`src/rtl/uart_tx_serializer.sv`:
```
// UART transmit serializer: one start bit (0), DATA_BITS data bits LSB-first,
// one stop bit (1). Each bit lasts CLKS_PER_BIT sampleTick pulses.
//
// Handshake: a load is a single-cycle request. loadEn is accepted at a rising
// clk edge only while the FSM is IDLE (busy=0). Requests while busy are
// dropped, not queued. Frame completion is signalled by a one-clk txDone
// pulse on the STOP->IDLE transition. A load in the txDone cycle is legal.
module uart_tx_serializer #(
  parameter int CLKS_PER_BIT = 16,
  parameter int DATA_BITS    = 8
) (
  input  logic                 clk,
  input  logic                 reset,
  input  logic                 sampleTick,
  input  logic [DATA_BITS-1:0] dataIn,
  input  logic                 loadEn,
  output logic                 busy,
  output logic                 txDone,
  output logic                 dataOut,
  output logic [1:0]           fsm_state
);

  localparam int TW = $clog2(CLKS_PER_BIT);
  localparam int BW = $clog2(DATA_BITS + 1);
  localparam logic [TW-1:0] TICK_LAST = TW'(CLKS_PER_BIT - 1);
  localparam logic [BW-1:0] BIT_LAST  = BW'(DATA_BITS - 1);

  typedef enum logic [1:0] {
    IDLE  = 2'd0,
    START = 2'd1,
    DATA  = 2'd2,
    STOP  = 2'd3
  } state_t;

  state_t               state_q, state_n;
  logic [TW-1:0]        tick_q, tick_n;
  logic [BW-1:0]        bit_q, bit_n;
  logic [DATA_BITS-1:0] shift_q, shift_n;
  logic                 out_q, out_n;
  logic                 done_q, done_n;
  logic                 terminal;

  // A bit ends on the tick where the counter sits at its last value.
  assign terminal = sampleTick && (tick_q == TICK_LAST);

  assign busy      = (state_q != IDLE);
  assign txDone    = done_q;
  assign dataOut   = out_q;
  assign fsm_state = state_q;

  // State, counters, shift register and registered line; reset idles the line high.
  always_ff @(posedge clk or posedge reset) begin
    if (reset) begin
      state_q <= IDLE;
      tick_q  <= '0;
      bit_q   <= '0;
      shift_q <= '0;
      out_q   <= 1'b1;
      done_q  <= 1'b0;
    end else begin
      state_q <= state_n;
      tick_q  <= tick_n;
      bit_q   <= bit_n;
      shift_q <= shift_n;
      out_q   <= out_n;
      done_q  <= done_n;
    end
  end

  // Next-state logic; the line value is computed one edge ahead so it stays registered.
  always_comb begin
    state_n = state_q;
    tick_n  = tick_q;
    bit_n   = bit_q;
    shift_n = shift_q;
    out_n   = out_q;
    done_n  = 1'b0;

    // Outside IDLE the tick counter advances on every sampleTick and wraps at the bit end.
    if (state_q != IDLE && sampleTick) begin
      tick_n = terminal ? '0 : tick_q + 1'b1;
    end

    case (state_q)
      IDLE: begin
        out_n  = 1'b1;
        tick_n = '0;
        if (loadEn) begin
          shift_n = dataIn;
          state_n = START;
          out_n   = 1'b0;
        end
      end
      START: begin
        out_n = 1'b0;
        if (terminal) begin
          state_n = DATA;
          bit_n   = '0;
          out_n   = shift_q[0];
        end
      end
      DATA: begin
        out_n = shift_q[0];
        if (terminal) begin
          shift_n = shift_q >> 1;
          bit_n   = bit_q + 1'b1;
          if (bit_q == BIT_LAST) begin
            state_n = STOP;
            out_n   = 1'b1;
          end else begin
            // Next data bit is the one about to shift into position 0.
            out_n = shift_q[1];
          end
        end
      end
      STOP: begin
        out_n = 1'b1;
        if (terminal) begin
          state_n = IDLE;
          done_n  = 1'b1;
        end
      end
      default: begin
        state_n = IDLE;
        out_n   = 1'b1;
      end
    endcase
  end

endmodule

```
`config.mk`:
```
export PLATFORM = sky130hd
export DESIGN_NAME = uart_tx_serializer
export DESIGN_NICKNAME = d
export VERILOG_FILES = /design/src/rtl/uart_tx_serializer.sv
export SDC_FILE = /design/constraint.sdc
export NUM_CORES = 1
export LEC_CHECK = 0
export CAP_MARGIN = 20
export CORE_UTILIZATION = 39
export DETAILED_ROUTE_END_ITERATION = 16
export MAX_ROUTING_LAYER = met4
export PLACE_DENSITY = 0.65
export SYNTH_ARGS = -nofsm -noshare
export SYNTH_HDL_FRONTEND = slang
export SYNTH_SLANG_ARGS = --single-unit
```
`constraint.sdc`:
```
create_clock -name clk -period 2 [get_ports clk]
set_input_delay 0.6 -clock clk [delete_from_list [all_inputs] [get_ports clk]]
set_output_delay 0.6 -clock clk [all_outputs]
set_load 0.1 [all_outputs]
```
==> results.py <==
metrics = {
    "routing": {
        "vias": 876,
        "drtIter0Drc": 11,
        "via_per_inst": 5.441,
        "wl_um": 2223,
        "drc": 0,
        "postRouteAntennaNets": 0,
        "drt_pass1_iterations": 4,
        "wire_per_inst_um": 13.81,
    },
    "layout": {
        "finalNetCount": 150,
        "finalInstanceArea_mm2": 0.001463,
        "multiInputGateArea_um2": 531.8,
        "syn2layout_area_growth_pct": 33.91,
        "fillCellCount": 235,
        "drive_gt1_share_pct": 27.48,
        "regArea_um2": 509.2,
        "antenna_cells": 0,
    },
    "global_route": {
        "antenna_found_initial": 0,
        "grt_pass1_vias": 792,
        "track_usage_pct": 17.93,
        "grt_pass1_wl_um": 3539,
        "grt_max_degree": 21,
        "grt_overflow": 0,
    },
    "setup_path": {
        "required_ps": 1400,
        "reg2reg_to": "fsm_state[1]$_DFFE_PP0P_",
        "slowest_stage": "dfrtp_4",
        "cp-end-kind": "primary output",
        "path_cells": "inv_4 > ha_4 > clkinvlp_4 > buf_12",
        "critPathMaxFanout": 3,
        "critPathTopFamily": "flip-flops",
        "rr_startpoint": "fsm_state[1]$_DFFE_PP0P_",
        "crit_end": "busy",
        "critPathBufInv": 3,
        "worst-path-stages": 4,
        "ff2ff_path_depth": 6,
        "path_class": "reg -> out",
        "max_stage_delay_ps": 510,
        "worstSetupStartpointType": "flop",
        "worstSetupStartpoint": "fsm_state[0]$_DFFE_PP0P_",
        "reg2reg_slack_ps": 190,
        "critPathArrivalTime_ps": 1330,
    },
    "placed_design": {
        "placed_area_mm2": 0.001388,
        "place.gp.congestion": 0.7312,
        "numPortBuffers": 16,
        "place_hpwl_um": 1610,
    },
    "power_and_ir_drop": {
        "powerDensity_mw_per_mm2": 1648,
        "power.leakage_nw": 0.6575,
        "total_power_w": 0.002410,
        "max-vdd-ir-drop_mv": 1.092,
    },
    "run": {
        "cap_violations": 0,
    },
    "timing": {
        "tightest_slew_ps": 439.7,
        "tns_ps": 0,
        "slew_viol_final": 0,
        "fmax_mhz": 517.4,
        "hold_viol_final": 0,
        "fin_crit_sh_pct": 96.63,
        "rsz0062_at_grt": "false",
        "clock_skew_ps": 19.80,
        "max_slew_margin_pct": 70.38,
        "finalCriticalPeriod_ps": 1933,
        "setup_viol": 0,
    },
    "die": {
        "io_pins": 17,
        "dieArea_mm2": 0.003016,
        "fp-row-count": 18,
        "die_w_um": 54.92,
        "coreArea_mm2": 0.002567,
        "die_h_um": 54.92,
        "start_util_pct": 42.54,
    },
    "synth": {
        "syn_nets": 122,
        "syn_avg_cell_area_um2": 10.50,
        "synth.top_cells.by_count": "dfrtp_1 (19), nor2_1 (11), o22ai_1 (10), a21oi_1 (9), nand2_1 (7)",
        "synthFlopType": "dfrtp_1",
        "ys_ff_latch": 20,
        "yosys_warnings": 0,
        "synth.top_cell.area_share_pct": 43.53,
        "synth.area.top_cells": "dfrtp_1 (44%), ha_1 (6.9%), o22ai_1 (5.7%)",
        "yosysSeqAreaShare_pct": 45.93,
        "ys_types": 34,
        "yosys.cell_count.top_type": "dfrtp_1",
        "synth_edf_count": 0,
        "synth_area_leader_cell": "dfrtp_1",
        "syn_area_mm2": 0.001092,
        "syn_inst": 104,
        "async_flop_share_pct": 100.0,
    },
    "cts": {
        "clockBufferDepth": 2,
        "hold_buffers": 0,
        "cts.sinks": 20,
        "clk_pin_slew_ps": 130,
        "cts_inserted_buffers": 3,
        "clk_latency_ps": 320,
        "cts_tree": "yes",
        "h-tree-depth": 1,
        "clock-root-buffer": "clkbuf_4",
    },
    "worst_hold_path": {
        "worstHoldPathType": "reg -> reg",
    },
    "outcome": {
        "outcome": "complete, no violations",
    },
}
[sequential cells by signal, summed over array words and instances, names as in the netlist]
signal	cells
shift_q	8
bit_q	4
txDone	1
tick_q	4
fsm_state	2
dataOut	1
[how the worst min path moves through the flow]
| stage | start | depth (start not counted) | to | slack (ps) |
|---|---|---|---|---|
| after floorplan | shift_q[6]$_DFFE_PP0P_ | 1 | shift_q[6]$_DFFE_PP0P_ | 490 |
| after global placement | shift_q[6]$_DFFE_PP0P_ | 1 | shift_q[6]$_DFFE_PP0P_ | 510 |
| after detailed placement | shift_q[6]$_DFFE_PP0P_ | 1 | shift_q[6]$_DFFE_PP0P_ | 510 |
| after CTS | shift_q[6]$_DFFE_PP0P_ | 1 | shift_q[6]$_DFFE_PP0P_ | 530 |
| after global routing | bit_q[1]$_DFFE_PP0P_ | 1 | bit_q[1]$_DFFE_PP0P_ | 560 |
| final | bit_q[0]$_DFFE_PP0P_ | 1 | bit_q[0]$_DFFE_PP0P_ | 520 |
[timing repair]
item / 4_1_cts / 5_1_grt
resized for setup: 0 / 0
hold endpoints to repair: 0 / 0
setup buffers: 1 / 2
pin swaps: 1 / 0
endpoints found under the setup margin: 1 / 1
[per-stage QoR]
stage | utilization, % | std cells | hold slack, ps | setup WS [ps]
5_1_grt | 56.97 | 161 | 562.4 | 3.579
4_1_cts | 56.38 | 159 | 530.2 | 23.72
3_5_place_dp | 54.04 | 154 | 505.3 | -44.88
3_3_place_gp | 54.04 | 154 | 506.8 | 2.551
6_report | 56.97 | 161 | 525.0 | 67.38
2_1_floorplan | - | 104 | 487.2 | -190.1
[routing by layer]
layer / global-route usage (%) / wire [um] / part of all wire, % / vias up
met5: - / 0 / 0 / -
met3: 5.738 / 84 / 3.8 / 5
met2: 28.11 / 1063 / 48 / 14
li1: - / - / - / 432
met1: 21.67 / 1040 / 47 / 425
met4: 6.250 / 35 / 1.6 / 0
[kinds of logic after synthesis]
| logic type | count (synthesis) | synth area share (%) |
|---|---|---|
| mux | 6 | 6.529 |
| fa+ha+maj | 6 | 6.873 |
| xor+xnor | 1 | 0.8020 |
| buf+inv | 11 | 7.102 |
| flops | 20 | 45.93 |
| simple gates | 27 | 13.06 |
| compound gates | 33 | 19.70 |
[layout make-up]
| class | count | area share [%] |
|---|---|---|
| flip-flops and latches | 20 | 34.82 |
| well taps | 30 | 2.566 |
| multi-input cells | 73 | 36.36 |
| clock inverters | 1 | 2.053 |
| repair buffers | 28 | 20.53 |
| clock buffers | 3 | 1.540 |
| inverters | 6 | 2.139 |
[cells in the final DEF (no fill, tap or decap), types with 2 or more instances in the layout]
| cell type | n |
|---|---|
| nor2_1 | 11 |
| dfrtp_1 | 17 |
| o22ai_1 | 9 |
| a22oi_1 | 2 |
| nand2_1 | 7 |
| a22o_1 | 2 |
| inv_1 | 3 |
| mux2_4 | 2 |
| clkbuf_4 | 3 |
| buf_4 | 12 |
| ha_1 | 5 |
| mux2i_1 | 3 |
| dfrtp_4 | 2 |
| clkdlybuf4s50_1 | 11 |
| a21oi_1 | 9 |
| inv_4 | 2 |
| buf_12 | 5 |
| o21ai_0 | 3 |
[report_power, final]
part | switching [W] | internal (W) | total (W)
Sequential | 0.000124 | 0.000570 | 0.000694
Clock | 0.000132 | 0.000203 | 0.000334
Combinational | 0.000778 | 0.000604 | 0.00138
Note: power is estimated with default switching activity, not from simulation.
